--- config.mk ---
export PLATFORM = sky130hd
export DESIGN_NAME = fetch_unit
export DESIGN_NICKNAME = d
export VERILOG_FILES = /design/src/rtl/cpu_pkg.sv /design/src/rtl/pc_counter.sv /design/src/rtl/fetch_unit.sv
export SDC_FILE = /design/constraint.sdc
export NUM_CORES = 1
export LEC_CHECK = 0
export CORE_MARGIN = 3
export CORE_UTILIZATION = 40
export CTS_CLUSTER_SIZE = 40
export DETAILED_ROUTE_END_ITERATION = 8
export PLACE_DENSITY = 0.73
export SYNTH_ARGS = -nofsm -noshare
export SYNTH_HDL_FRONTEND = slang
export SYNTH_SLANG_ARGS = --single-unit
--- constraint.sdc ---
create_clock -name clk -period 1.5 [get_ports clk]
set_clock_uncertainty 0.05 [all_clocks]
set_input_delay 0.3 -clock clk [delete_from_list [all_inputs] [get_ports clk]]
set_output_delay 0.3 -clock clk [all_outputs]
set_load 0.1 [all_outputs]
--- src/rtl/cpu_pkg.sv ---
// Types and constants shared by fetch, instruction memory and decode.
package cpu_pkg;

  localparam int ADDR_W  = 12;
  localparam int INSTR_W = 19;

  typedef logic [ADDR_W-1:0]  addr_t;
  typedef logic [INSTR_W-1:0] instr_t;

  typedef enum logic [1:0] {
    BOOT = 2'd0,
    RUN  = 2'd1,
    HOLD = 2'd2
  } fetch_state_t;

endpackage

--- src/rtl/pc_counter.sv ---
// Program counter: async active-low reset, load for jumps, increment with wrap, hold.
module pc_counter #(
  parameter int ADDR_W = cpu_pkg::ADDR_W,
  parameter logic [ADDR_W-1:0] RESET_PC = '0
) (
  input  logic              clk,
  input  logic              rst,
  input  logic              load,
  input  logic [ADDR_W-1:0] target,
  input  logic              inc,
  output logic [ADDR_W-1:0] pc
);

  always_ff @(posedge clk or negedge rst) begin
    if (!rst) begin
      pc <= RESET_PC;
    end else if (load) begin
      pc <= target;
    end else if (inc) begin
      pc <= pc + ADDR_W'(1);
    end
  end

endmodule

--- src/rtl/fetch_unit.sv ---
// Instruction-fetch stage: PC drive, IF/ID capture register, decode handshake,
// jump redirect and delivered-instruction counter.
module fetch_unit #(
  parameter int ADDR_W  = cpu_pkg::ADDR_W,
  parameter int INSTR_W = cpu_pkg::INSTR_W,
  parameter logic [ADDR_W-1:0] RESET_PC = '0
) (
  input  logic               clk,
  input  logic               rst,
  input  logic               fetch_en,
  output logic [ADDR_W-1:0]  mem_address,
  input  logic [INSTR_W-1:0] mem_instruction,
  input  logic               redirect_valid,
  input  logic [ADDR_W-1:0]  redirect_target,
  output logic               out_valid,
  input  logic               out_ready,
  output logic [INSTR_W-1:0] out_instruction,
  output logic [ADDR_W-1:0]  out_pc,
  output logic [15:0]        fetch_count
);
  import cpu_pkg::*;

  fetch_state_t state, state_next;
  logic [ADDR_W-1:0] pc;
  logic deliver;
  logic capture;
  logic valid_next;

  assign deliver     = out_valid && out_ready;
  assign mem_address = pc;

  pc_counter #(
    .ADDR_W   (ADDR_W),
    .RESET_PC (RESET_PC)
  ) u_pc (
    .clk    (clk),
    .rst    (rst),
    .load   (redirect_valid),
    .target (redirect_target),
    .inc    (capture),
    .pc     (pc)
  );

  always_ff @(posedge clk or negedge rst) begin
    if (!rst) begin
      state <= BOOT;
    end else begin
      state <= state_next;
    end
  end

  // Redirect beats everything; BOOT spends one cycle without capturing.
  always_comb begin
    state_next = state;
    capture    = 1'b0;
    valid_next = out_valid;
    if (redirect_valid) begin
      state_next = RUN;
      valid_next = 1'b0;
    end else if (state == BOOT) begin
      state_next = RUN;
    end else if (fetch_en) begin
      if (!out_valid || out_ready) begin
        capture    = 1'b1;
        valid_next = 1'b1;
        state_next = RUN;
      end else begin
        state_next = HOLD;
      end
    end else if (deliver) begin
      valid_next = 1'b0;
    end
  end

  always_ff @(posedge clk or negedge rst) begin
    if (!rst) begin
      out_valid       <= 1'b0;
      out_instruction <= '0;
      out_pc          <= '0;
      fetch_count     <= '0;
    end else begin
      out_valid <= valid_next;
      if (capture) begin
        out_instruction <= mem_instruction;
        out_pc          <= pc;
      end
      if (deliver) begin
        fetch_count <= fetch_count + 16'd1;
      end
    end
  end

endmodule

==> results summary, run 1 <==
The maximum number of pins on one net before global-route repair came out at 35. The share of synthesized flip-flops with an asynchronous set or reset came out at 100%. Yosys printed 0 warnings. The worst IR drop on VDD is 1370 uV. The number of buffers created by CTS came out at 9.

In the global route stage, overall resource usage came out at 19.7%. For this design the total switching power over the nets is 3.63 mW. The synthesized netlist contains 31 unique library cells.

In the layout the commonest cells are 64 x sky130_fd_sc_hd__buf_12, 38 x sky130_fd_sc_hd__dfrtp_1, 32 x sky130_fd_sc_hd__clkdlybuf4s50_1. The global-route wire length before repair came out at 11600 um. The required time reported for the critical path endpoint came out at 1.71 ns. The H-tree level count came out at 3.

The final hold violation count is 0. The maximum fanout count along the critical path is 3. The measured slew at the worst slew-check pin is 0.357 ns. The global route total overflow is 0.

In the synthesized netlist the dominant register cell turns out to be sky130_fd_sc_hd__dfrtp_1. Static timing analysis puts the maximum clock frequency at 0.600 GHz. The die outline height is 87.5 um. The core footprint is 6390 um^2.

The area occupied by registers came out at 1610 um^2. The instance area after placement is 4610 um^2. The initial utilization of the core area, before any placement, comes to 41.6%. The leakage dissipation is 2.27 nW. The worst setup path is launched from a flop. The clock period minus final worst setup slack came out at 1.67 ns.

Across the run, the number of max-cap violations was 0. The number of cells produced by synthesis came out at 215. The number of fill cells in the layout is 312. The register bit total from synthesis is 62. The worst relative slew slack is 76.2%. Clock-pin slew was measured on the worst setup and hold paths at 0.08 ns. The detailed router's first-iteration violation count came out at 57. After layout, the worst setup slack is -0.168 ns.

The cell area after technology mapping is 2660 um^2. The die span in x is 87.5 um. Leaving out fill and tap cells, the most frequent cell in the layout is sky130_fd_sc_hd__buf_12. In this run the worst hold path is classified as input port to async pin.

The I/O pin total is 96. The maximum count of clock buffers along a single path is 2. The final RePlAce weighted congestion came out at 0.705. The total number of nets in the final design came out at 394. The final reports fail on negative setup slack. The post-route antenna net violation count came out at 0. Summing all multi-input logic gate instances after layout gives 1330 um^2. The first detailed-routing pass took 4 iterations. At the later pin of the worst-skew pair, clock insertion delay measures 0.33 ns. The sequential area share after synthesis came out at 58.4%.

The share of final-layout standard cells stronger than drive strength 1 came out at 54.3%. The floorplan step defined a die boundary enclosing 7650 um^2. Counting flops with a built-in enable in the synthesized netlist gives 0. The via count of the routed design is 2270.

In this run the mean area of a mapped cell was 12.4 um^2. Synthesis produced a netlist with a net count of 253. The number of diodes came out at 0. The final count of pins violating max slew is 0. The clock root buffer is sky130_fd_sc_hd__clkbuf_8. The cell internal power dissipation came out at 4.81 mW.

The total setup violations reported at the end of the flow came out at 42. The part of the total power dissipated in the clock network came out at 21.5%. The portion of total power attributed to sequential cells came out at 28.2%.

The number of core rows came out at 29. The routed design has 8000 um of wire. The critical path data arrival time is 1.87 ns. Power comes to 8.45 mW. The half-perimeter wire length of the detailed placement result came out at 4870 um.

Dividing total power by cell area gives a power density of 1610 nW/um^2. The post-route core utilization came out at 82.4%. The area overhead of the layout relative to synthesis came out at 98.1%. Dividing the final minimum period by the clock period gives 111%. The number of antenna violations at the first check in global routing came out at 0. The clock net in this run drives a total of 62 sinks.

In the routed layout, each cell is associated on average with a via count of 5.18. TritonCTS built the clock tree. The endpoint kind of the worst setup timing path is a flop.

Setup repair after global routing could not meet its margin everywhere. Dividing the detail-routed wire length by the instance count gives 18.3 um. The count of input and output buffers is 95. The final cell area excluding filler cells is 5260 um^2. For this run, design rule violations remaining after detail routing come to 0. The fraction of power spent switching nets is 43.0%.

The via count of the first global-routing pass is 2390. Per report_power, the combinational group accounts for 50.2% of the total. The critical path is of the flop to flop type. The run finished, with violations left.
[final timing paths]
check                                      from                  end  slack, ns  cells after the start
worst max-delay path                 u_pc.pc[1]          u_pc.pc[11]      -0.17                      4
worst min-delay path                        rst   out_instruction[6]       0.36                      2
worst max register to register       u_pc.pc[1]          u_pc.pc[11]      -0.17                      4
worst min register to register  fetch_count[14]      fetch_count[14]       0.47                      1
max in group asynchronous                   rst  out_instruction[11]       0.47                      3
min in group clk                fetch_count[14]      fetch_count[14]       0.47                      1
[layout make-up]
| cell class | count | share of cell area, % |
|---|---|---|
| clock buffer | 10 | 2.62 |
| tap | 77 | 1.83 |
| sequential | 62 | 30.7 |
| inverter | 4 | 0.285 |
| clock inverter | 6 | 2.07 |
| timing repair buffer | 136 | 37.2 |
| multi-input combinational | 143 | 25.3 |
[cells in the mapped netlist (3+ instances only)]
library cell,number,share of area (%)
sky130_fd_sc_hd__and3_1,3,0.71
sky130_fd_sc_hd__buf_2,3,0.57
sky130_fd_sc_hd__nor2_1,7,0.99
sky130_fd_sc_hd__o21ai_0,10,1.9
sky130_fd_sc_hd__nor4_1,3,0.71
sky130_fd_sc_hd__nand4_1,7,1.6
sky130_fd_sc_hd__nand2_1,19,2.7
sky130_fd_sc_hd__nor3_1,6,1.1
sky130_fd_sc_hd__nand3_1,11,2.1
sky130_fd_sc_hd__inv_1,4,0.57
sky130_fd_sc_hd__xnor2_1,16,5.3
sky130_fd_sc_hd__xor2_1,6,2.0
sky130_fd_sc_hd__dfrtp_1,62,58
sky130_fd_sc_hd__mux2_2,32,14
[sequential cells by signal, summed over array words and instances (netlist names)]
register,cells
out_instruction,19
fetch_count,16
out_pc,12
u_pc.pc,12
state,2
out_valid,1
[per-layer routing]
metal	up-vias	part of all wire, %	global-route usage, %
li1	1046	-	-
met1	1131	41	25.0
met2	79	51	31.8
met3	14	6.0	5.96
met4	0	1.4	6.97
met5	-	0	0
[per-stage QoR]
step / hold WS (ns) / worst slack (ns) / std cells / TNS [ns]
3_5_place_dp: 0.171 / -0.467 / 409 / -19.29
4_1_cts: 0.339 / -0.140 / 432 / -2.20
2_1_floorplan: -0.0456 / -0.422 / 215 / -11.69
5_1_grt: 0.360 / -0.260 / 438 / -4.84
3_3_place_gp: 0.162 / -0.451 / 409 / -17.91
6_report: 0.362 / -0.168 / 438 / -2.75
[worst max-delay path: stages (launching register included)]
cell and delay [ns]:
sky130_fd_sc_hd__dfrtp_4 0.44, sky130_fd_sc_hd__nand4_1 0.15, sky130_fd_sc_hd__or3_4 0.41, sky130_fd_sc_hd__or4_4 0.41, sky130_fd_sc_hd__a31oi_1 0.13
[power groups by stage]
stage	Clock [mW]	Combinational, mW	Sequential (mW)
after floorplan	0	0.394	4.30
after global placement	0	3.97	2.37
after detailed placement	0	4.01	2.40
after CTS	1.84	4.13	2.37
after global routing	1.91	4.36	2.43
final	1.82	4.24	2.38
[cells by family (layout without fill, tap and decap cells)]
group / Yosys count / count (layout) / synth area share [%]
AND/OR/NAND/NOR: 67 / 67 / 13.2
flip-flops: 62 / 62 / 58.4
multiplexers: 34 / 34 / 14.3
XOR/XNOR: 22 / 22 / 7.25
AO/OA/AOI/OAI: 18 / 18 / 4.00
buffers and inverters: 10 / 156 / 1.84
adder cells (fa/ha/maj): 2 / 2 / 0.942
[what timing repair did]
item	4_1_cts	5_1_grt
setup buffers	4	7
endpoints found under the hold margin	11	0
pin swaps	3	10
gates cloned	2	1
resized for setup	25	40
endpoints found under the setup margin	38	46
hold buffers	1	0
Power figures use the tool's default switching activity.
==> run 2, diff against run 1 <==
Settings changed: CTS_CLUSTER_DIAMETER set to 60, SLEW_MARGIN set to 25.
==> results of run 2 <==
No change in the layout: final DEF, timing and power equal those of run 1.
